**src/rtl/cap_sense_scheduler.sv**
```systemverilog
// -----------------------------------------------------------------------------
// cap_sense_scheduler
//
// Scans NUM_PADS capacitive pads one at a time using a single charge/discharge
// measurement sequence. For each pad in round-robin order the block:
//   1. drives the pad high for CHARGE_CYCLES clocks (CHARGE),
//   2. releases it and counts cycles while the synchronized input stays high
//      (MEASURE), aborting at TIMEOUT,
//   3. presents the count for one cycle and updates that pad's debounced hit
//      flag (LATCH).
//
// Ports:
//   clock          - system clock, all state changes on its rising edge
//   reset_n        - asynchronous active-low reset
//   enable         - scanning permitted (looked at only in IDLE and LATCH)
//   threshold      - count at or above which a sample counts as a touch
//   sensor_in      - raw, asynchronous pad inputs
//   charge_out     - one-hot charge drive for the selected pad during CHARGE
//   pad_hit        - debounced per-pad touch flags
//   sample_valid   - one-cycle pulse, sample_pad/sample_count are valid
//   sample_pad     - index of the pad the sample belongs to
//   sample_count   - discharge count of the sample
//   sample_timeout - sample_valid qualifier: measurement reached TIMEOUT
//   scan_done      - one-cycle pulse alongside the last pad's sample
//   busy           - high whenever the scheduler is not IDLE
// -----------------------------------------------------------------------------
module cap_sense_scheduler #(
    parameter int NUM_PADS      = 4,
    parameter int PAD_W         = 2,
    parameter int COUNT_W       = 16,
    parameter int CHARGE_CYCLES = 500,
    parameter int TIMEOUT       = 50000,
    parameter int CONFIRM       = 2
) (
    input  logic                clock,
    input  logic                reset_n,
    input  logic                enable,
    input  logic [COUNT_W-1:0]  threshold,
    input  logic [NUM_PADS-1:0] sensor_in,
    output logic [NUM_PADS-1:0] charge_out,
    output logic [NUM_PADS-1:0] pad_hit,
    output logic                sample_valid,
    output logic [PAD_W-1:0]    sample_pad,
    output logic [COUNT_W-1:0]  sample_count,
    output logic                sample_timeout,
    output logic                scan_done,
    output logic                busy
);

    // -------------------------------------------------------------------------
    // Derived constants
    // -------------------------------------------------------------------------
    localparam int TIMER_W  = (CHARGE_CYCLES > 1) ? $clog2(CHARGE_CYCLES) : 1;
    localparam int STREAK_W = $clog2(CONFIRM + 1);

    localparam logic [PAD_W-1:0]    LAST_PAD    = PAD_W'(NUM_PADS - 1);
    localparam logic [TIMER_W-1:0]  CHARGE_LAST = TIMER_W'(CHARGE_CYCLES - 1);
    localparam logic [COUNT_W-1:0]  COUNT_LAST  = COUNT_W'(TIMEOUT - 1);
    localparam logic [COUNT_W-1:0]  COUNT_MAX   = COUNT_W'(TIMEOUT);
    localparam logic [STREAK_W-1:0] STREAK_MAX  = STREAK_W'(CONFIRM);

    typedef enum logic [1:0] {
        ST_IDLE    = 2'd0,
        ST_CHARGE  = 2'd1,
        ST_MEASURE = 2'd2,
        ST_LATCH   = 2'd3
    } state_t;

    // -------------------------------------------------------------------------
    // State
    // -------------------------------------------------------------------------
    state_t                state_q,   state_d;
    logic [PAD_W-1:0]      idx_q,     idx_d;
    logic [TIMER_W-1:0]    timer_q,   timer_d;
    logic [COUNT_W-1:0]    count_q,   count_d;
    logic                  timeout_q, timeout_d;
    logic [NUM_PADS-1:0]   charge_q,  charge_d;

    // Two-flop synchronizer for every pad input.
    logic [NUM_PADS-1:0]   meta_q;
    logic [NUM_PADS-1:0]   sync_q;

    // Per-pad helper vectors built in the generate loop below.
    logic [NUM_PADS-1:0]   charge_sel;
    logic [NUM_PADS-1:0]   sync_sel;

    logic                  sync_cur;     // synchronized input of pad idx
    logic                  in_latch;
    logic                  hit_update;   // LATCH with a non-zero count
    logic                  count_above;

    // -------------------------------------------------------------------------
    // Input synchronizer
    // -------------------------------------------------------------------------
    always_ff @(posedge clock or negedge reset_n) begin
        if (!reset_n) begin
            meta_q <= '0;
            sync_q <= '0;
        end else begin
            meta_q <= sensor_in;
            sync_q <= meta_q;
        end
    end

    // Pick the synchronized bit of the current pad with an AND-OR mux so the
    // index width never has to match the vector width exactly.
    assign sync_cur = |sync_sel;

    // -------------------------------------------------------------------------
    // Sequencer: next state
    // -------------------------------------------------------------------------
    always_comb begin
        state_d   = state_q;
        idx_d     = idx_q;
        timer_d   = timer_q;
        count_d   = count_q;
        timeout_d = timeout_q;

        unique case (state_q)
            ST_IDLE: begin
                if (enable) begin
                    state_d = ST_CHARGE;
                    idx_d   = '0;
                    timer_d = '0;
                end
            end

            ST_CHARGE: begin
                timer_d = timer_q + TIMER_W'(1);
                if (timer_q == CHARGE_LAST) begin
                    state_d   = ST_MEASURE;
                    timer_d   = '0;
                    count_d   = '0;
                    timeout_d = 1'b0;
                end
            end

            ST_MEASURE: begin
                if (sync_cur) begin
                    count_d = count_q + COUNT_W'(1);
                    // Abort on the increment that would reach TIMEOUT, so the
                    // counter tops out at TIMEOUT and can never wrap.
                    if (count_q == COUNT_LAST) begin
                        count_d   = COUNT_MAX;
                        timeout_d = 1'b1;
                        state_d   = ST_LATCH;
                    end
                end else begin
                    timeout_d = 1'b0;
                    state_d   = ST_LATCH;
                end
            end

            ST_LATCH: begin
                idx_d   = (idx_q == LAST_PAD) ? '0 : idx_q + PAD_W'(1);
                timer_d = '0;
                state_d = enable ? ST_CHARGE : ST_IDLE;
            end

            default: begin
                state_d = ST_IDLE;
            end
        endcase
    end

    // charge_out is registered from the next state so the pad drive rises on
    // the edge that enters CHARGE and falls on the edge that enters MEASURE,
    // with no combinational decode on the GPIO path.
    assign charge_d = charge_sel;

    always_ff @(posedge clock or negedge reset_n) begin
        if (!reset_n) begin
            state_q   <= ST_IDLE;
            idx_q     <= '0;
            timer_q   <= '0;
            count_q   <= '0;
            timeout_q <= 1'b0;
            charge_q  <= '0;
        end else begin
            state_q   <= state_d;
            idx_q     <= idx_d;
            timer_q   <= timer_d;
            count_q   <= count_d;
            timeout_q <= timeout_d;
            charge_q  <= charge_d;
        end
    end

    // -------------------------------------------------------------------------
    // Classification shared by all pads
    // -------------------------------------------------------------------------
    assign in_latch    = (state_q == ST_LATCH);
    // A zero count means the pad never charged (e.g. an open input); such a
    // sample carries no information and leaves the debounce state alone.
    assign hit_update  = in_latch && (count_q != '0);
    assign count_above = (count_q >= threshold);

    // -------------------------------------------------------------------------
    // Per-pad charge decode, input select and hit debounce
    // -------------------------------------------------------------------------
    genvar gi;
    generate
        for (gi = 0; gi < NUM_PADS; gi++) begin : g_pad
            logic                pad_sel;
            logic [STREAK_W-1:0] streak_q, streak_d;
            logic                hit_q,    hit_d;

            assign pad_sel        = (idx_q == PAD_W'(gi));
            assign charge_sel[gi] = (state_d == ST_CHARGE) && (idx_d == PAD_W'(gi));
            assign sync_sel[gi]   = pad_sel && sync_q[gi];

            always_comb begin
                streak_d = streak_q;
                hit_d    = hit_q;
                if (hit_update && pad_sel) begin
                    if (timeout_q) begin
                        // A stuck-high pad is treated as a fault, not a touch.
                        streak_d = '0;
                        hit_d    = 1'b0;
                    end else if (count_above) begin
                        if (streak_q != STREAK_MAX) begin
                            streak_d = streak_q + STREAK_W'(1);
                        end
                        if (streak_d == STREAK_MAX) begin
                            hit_d = 1'b1;
                        end
                    end else begin
                        streak_d = '0;
                        hit_d    = 1'b0;
                    end
                end
            end

            always_ff @(posedge clock or negedge reset_n) begin
                if (!reset_n) begin
                    streak_q <= '0;
                    hit_q    <= 1'b0;
                end else begin
                    streak_q <= streak_d;
                    hit_q    <= hit_d;
                end
            end

            assign pad_hit[gi] = hit_q;
        end
    endgenerate

    // -------------------------------------------------------------------------
    // Outputs
    // -------------------------------------------------------------------------
    assign charge_out     = charge_q;
    assign sample_valid   = in_latch;
    assign sample_pad     = idx_q;
    assign sample_count   = count_q;
    assign sample_timeout = in_latch && timeout_q;
    assign scan_done      = in_latch && (idx_q == LAST_PAD);
    assign busy           = (state_q != ST_IDLE);

endmodule

```
**config.mk**
```make
export PLATFORM = sky130hd
export DESIGN_NAME = cap_sense_scheduler
export DESIGN_NICKNAME = d
export VERILOG_FILES = /design/src/rtl/cap_sense_scheduler.sv
export SDC_FILE = /design/constraint.sdc
export NUM_CORES = 1
export LEC_CHECK = 0
export CAP_MARGIN = 10
export CORE_UTILIZATION = 60
export CTS_CLUSTER_DIAMETER = 150
export DETAILED_ROUTE_END_ITERATION = 10
export DONT_BUFFER_PORTS = 1
export PLACE_DENSITY = 0.8
export SYNTH_ARGS = -nofsm -noshare
export SYNTH_HDL_FRONTEND = slang
export SYNTH_SLANG_ARGS = --single-unit
```
**constraint.sdc**
```tcl
create_clock -name clock -period 2.3 [get_ports clock]
set_input_delay 0.23 -clock clock [delete_from_list [all_inputs] [get_ports clock]]
set_output_delay 0.23 -clock clock [all_outputs]
set_load 0.01 [all_outputs]
```
### Word level (Yosys, flattened, before mapping)

Cells that the tools add are included.

| storage, ports and cells | value |
|---|---|
| logic and storage cells | 138 |
| input port bits | 23 |
| flip-flop bits (word level) | 54 |

| cells by class | value |
|---|---|
| reduce and logical (&&, ||, !) cells | 30 |
| muxes and demuxes | 56 |
| equal/unequal tests | 28 |
| add/sub/neg operators | 7 |
| order comparisons | 1 |

Operators with widths:

| cell | number |
|---|---|
| $mux W2 | 30 |
| $mux W16 | 3 |
| $pmux W16 S2 | 1 |
| $pmux W9 S3 | 1 |
| $eq A2 B2 Y1 const B | 10 |
| $mux W9 | 2 |
| $add A16 B1 Y16 const B | 1 |
| $eq A16 B16 Y1 const B | 1 |
| $ge A16 B16 Y1 | 1 |
| $mux W1 | 16 |
| $reduce_bool A16 Y1 | 1 |
| $logic_and A1 B1 Y1 | 15 |
| $ne A2 B2 Y1 const B | 7 |
| $ne A3 B2 Y1 const B | 4 |
| $add A2 B1 Y2 const B | 5 |
| $reduce_and A2 Y1 | 5 |
| $add A9 B1 Y9 const B | 1 |
| $eq A9 B9 Y1 const B | 1 |
| $eq A2 B1 Y1 const B | 4 |
| $pmux W2 S4 | 1 |
| $logic_not A2 Y1 | 3 |
| $reduce_and A3 Y1 | 2 |
| $pmux W2 S2 | 1 |
| $reduce_bool A2 Y1 | 2 |
| other kinds (4) | 4 |

### Depth between registers and ports, before layout

| depth | value |
|---|---|
| depth after elaboration | 9 |
| mapped depth | 9 |

### Worst setup path after synthesis

Ideal clock, no wire load.

| timing path | value |
|---|---|
| path kind | register -> register |
| from | register count_q[0] (netlist: sample_count[0]) |
| to | register g_pad[0].streak_q[0] |
| arrival | 2.079 ns |
| setup time | 0.138 ns |
| stages on the path, launching flop included | 9 |
| path slack | 0.083 ns |
| path through | dfrtp_1 inv_1 ha_1 nand2b_1 a2111oi_0 nor4b_1 o31ai_1 clkbuf_1 o22ai_1 |

| on the way | value |
|---|---|
| cells in the longest elaborated chain, start to end | 3 |
| elaborated cells between the ends (all ways) | 6 |

RTL lines:

| element | line | source |
|---|---|---|
| from (decl) | 75 | `logic [COUNT_W-1:0] count_q, count_d;` |
| from (signal assigned) | 183 | `count_q <= count_d;` |
| $ge A16 B16 Y1 / $reduce_bool A16 Y1 (equally long branches) | 196, 195 |  |
| $mux W2 / $logic_and A1 B1 Y1 (equally long branches) | 220, 195 |  |
| $mux W2 / $logic_and A1 B1 Y1 (equally long branches) | 216, 215 |  |
| to (signal assigned) | 239 | `streak_q <= streak_d;` |
| to (decl) | 205 | `logic [STREAK_W-1:0] streak_q, streak_d;` |

Parallel ways exist; a longest one is shown, timed or not.
A chain may end at the register's enable or synchronous reset.

### Worst setup path in the final report

| timing path | value |
|---|---|
| from | register count_q[0] (netlist: sample_count[0]) |
| to | register g_pad[1].hit_q |

| on the way | value |
|---|---|
| cells in the longest elaborated chain, start to end | 4 |
| elaborated cells between the ends (all ways) | 8 |

RTL lines:

| element | line | source |
|---|---|---|
| parallel branches: the longest is 4 deep, another holds $ge A16 B16 Y1 | -- |  |
| to (signal assigned) | 240 | `hit_q <= hit_d;` |
| to (decl) | 206 | `logic hit_q, hit_d;` |

Parallel ways; which one is timed is not known.

==> impl_metrics.json <==
{
  "outcome": "finished clean",
  "synth-main-ff-cell": "sky130_fd_sc_hd__dfrtp_1",
  "synth_cell_type_count": 46,
  "crit_type": "register to register",
  "synth_seq_cells": 54,
  "num_io_pins": 53,
  "first_global_vias": 2638,
  "layout.filler_cells": 426,
  "overall_die_height_um": 75.3,
  "layout_cell_share_with_drive_strength_beyond_1_pct": 14.7,
  "clock_skew_ns": 0.00619,
  "post_drt_wl_per_cell_um": 16.9,
  "tritoncts_num_sinks": 54,
  "layout.cells.most_common": "sky130_fd_sc_hd__dfrtp_1",
  "report.final.setup_viol": 0,
  "fin_tns_setup_ns": 0,
  "total_die_area_mm2": 0.00567,
  "final_cells": 451,
  "postLayoutCoreUtil_pct": 71.6,
  "holdPathStages": 2,
  "tritoncts": "done",
  "max-clock-path-buffers": 2,
  "antenna_found_initial": 0,
  "critPathRequiredTime_ns": 2.49,
  "max_slew_margin_pct": 47.1,
  "1st_iter_drt_viols": 212,
  "worst_setup_path_end_kind": "register",
  "gp_congestion": 0.929,
  "global_route.overflow_total": 0,
  "worst_slew_pin_slew_ns": 0.783,
  "ff_latch_area_mm2": 0.00135,
  "syn-instance-count": 349,
  "area_occupied_by_multi_input_gates_mm2": 0.00169,
  "synth-async-reset-ratio_pct": 100,
  "clock_latency_ns": 0.31,
  "final_critical_path_setup_slack_ns": 0.0726,
  "final_cell_mix": "sky130_fd_sc_hd__dfrtp_1, sky130_fd_sc_hd__inv_1, sky130_fd_sc_hd__nand2_1, sky130_fd_sc_hd__ha_1, sky130_fd_sc_hd__o21ai_0",
  "yosys_warnings": 0,
  "syn2layout_area_growth_pct": 14.1,
  "rows": 26,
  "timing_max_transition_violations_final": 0,
  "mappedNetlistArea_mm2": 0.00323,
  "register_clock_pin_slew_on_the_reported_worst_setup_and_hold_paths_ns": 0.10,
  "number_of_nets_in_the_finished_design": 435,
  "initial_core_util_pct": 62.8,
  "portion_of_the_post_synthesis_area_used_by_sequential_elements_pct": 41.9,
  "r2r.worst_path.cells": 7,
  "viasPerCell": 6.17,
  "cts.root.buffer_cell": "sky130_fd_sc_hd__clkbuf_8",
  "number_of_h_tree_levels": 2,
  "placement.io_buffers": 0,
  "routed_wl_um": 7610,
  "timing.critical_path.fanout_max": 6,
  "dp.final_hpwl_um": 5640,
  "maxCapViolations": 0,
  "worstSetupStartpointType": "register",
  "post_synth.cell_area_avg_um2": 9.24,
  "timing.final.hold_violations": 0,
  "pre_cts_slack_ns": -0.0147,
  "global_route_wire_length_before_repair_um": 12000,
  "placed_cells": 435,
  "die_width_um": 75.3,
  "static-leakage-power_uw": 0.00175,
  "grt_max_degree": 55,
  "period_needed_ns": 2.23,
  "num_vias": 2782,
  "antenna_cells_inserted": 0,
  "timing.critical_path.arrival_ns": 2.42,
  "placeableCoreArea_mm2": 0.00514,
  "final_antenna_net_count": 0,
  "cts-buffers-inserted": 5,
  "vdd_drop_max_uv": 445,
  "min-delay-path-class": "input port to register",
  "post-route-drc-count": 0,
  "fmax_mhz": 449,
  "synth_enable_flop_cells": 0,
  "finalCritPeriodShare_pct": 96.8,
  "p_per_area_mw_per_mm2": 424,
  "dr.pass1.iters": 4,
  "postSynthNetCount": 404,
  "grt_usage_pct": 28.2
}
[cells in the mapped netlist (all sizes together), types with 5 or more instances]
| cell type | instances | area, µm² |
|---|---|---|
| nand2 | 33 | 124 |
| a21o | 5 | 37.5 |
| a22o | 6 | 52.6 |
| dfrtp | 54 | 1350 |
| nand3 | 15 | 75.1 |
| buf | 9 | 73.8 |
| o31ai | 8 | 60.1 |
| o22ai | 10 | 62.6 |
| o21ai | 31 | 155 |
| ha | 32 | 400 |
| a21oi | 19 | 106 |
| inv | 37 | 139 |
| nand4 | 8 | 50.1 |
| nor2 | 14 | 52.6 |
| or4 | 6 | 52.6 |
| nor3 | 11 | 55.1 |
| nor4 | 5 | 37.5 |
| and3 | 6 | 37.5 |
| nand2b | 5 | 31.3 |
[routing by layer]
metal  up-vias  routed length, µm  global-route usage (%)
met1      1341               3240                    36.2
met4         0                162                    9.67
li1       1320                  -                       -
met5         -                  0                       0
met2       104               3700                    47.1
met3        17                505                    6.61
[per-stage QoR]
stage / instance area (µm²) / hold WS (ns) / power, µW
floorplan: 3230 / -0.0656 / 996
global placement: 3450 / -0.0640 / 999
detailed placement: 3450 / -0.0642 / 1000
CTS: 3630 / 0.285 / 1580
global route: 3680 / 0.318 / 1610
finish: 3680 / 0.322 / 1560
[layout make-up]
type / count / share of cell area [%]
multi-input combinational: 245 / 45.8
sequential: 54 / 36.7
timing repair buffer: 37 / 8.77
inverter: 37 / 3.77
tap: 70 / 2.38
clock buffer: 5 / 1.87
clock inverter: 3 / 0.680
[sequential cells by signal, indices dropped and copies added, names as in the netlist]
name and flops:
sample_pad 2, state_q 2, sync_q 4, timeout_q 1, sample_count 16, g_pad.hit_q 4
charge_out 4, g_pad.streak_q 8, meta_q 4, timer_q 9
[power by group]
group          switching [µW]  total (µW)  leakage [µW]  internal [µW]
Combinational            33.3        55.3       0.00106           22.1
Clock                     326         547     0.0000447            220
Sequential               2.05         958      0.000638            956
[cells by family after synthesis]
family,Yosys count,synth area share (%)
muxes,1,0.310
DFF,54,41.9
and+or+nand+nor,119,19.7
adders and majority gates,32,12.4
buffers and inverters,50,7.06
AOI/OAI and AO/OA,93,18.6
[critical path, cell delays in order, from the launching register on]
cell                      delay (ns)
sky130_fd_sc_hd__dfrtp_1        0.39
sky130_fd_sc_hd__inv_1          0.09
sky130_fd_sc_hd__ha_1           0.14
sky130_fd_sc_hd__or4b_1         0.48
sky130_fd_sc_hd__or4_4          0.52
sky130_fd_sc_hd__and3_1         0.29
sky130_fd_sc_hd__a21oi_2        0.16
sky130_fd_sc_hd__a21oi_1        0.04
[path summary, 6_finish.rpt]
check                      slack, ns                   end       startpoint
setup / recovery                0.07        g_pad[1].hit_q  sample_count[0]
hold / removal                  0.32            state_q[0]           enable
setup reg to reg                0.07        g_pad[1].hit_q  sample_count[0]
hold reg to reg                 0.35             sync_q[3]        meta_q[3]
max in group asynchronous       1.64            state_q[1]          reset_n
min in group asynchronous       0.42  g_pad[3].streak_q[0]          reset_n
[timing repair]
item / CTS / global route
buffers inserted: 0 / 2
setup endpoints to repair: 1 / 14
endpoints found under the hold margin: 58 / 0
resized for setup: 1 / 11
pin swaps: 0 / 1
hold buffers: 6 / 0
Power figures use the tool's default switching activity.
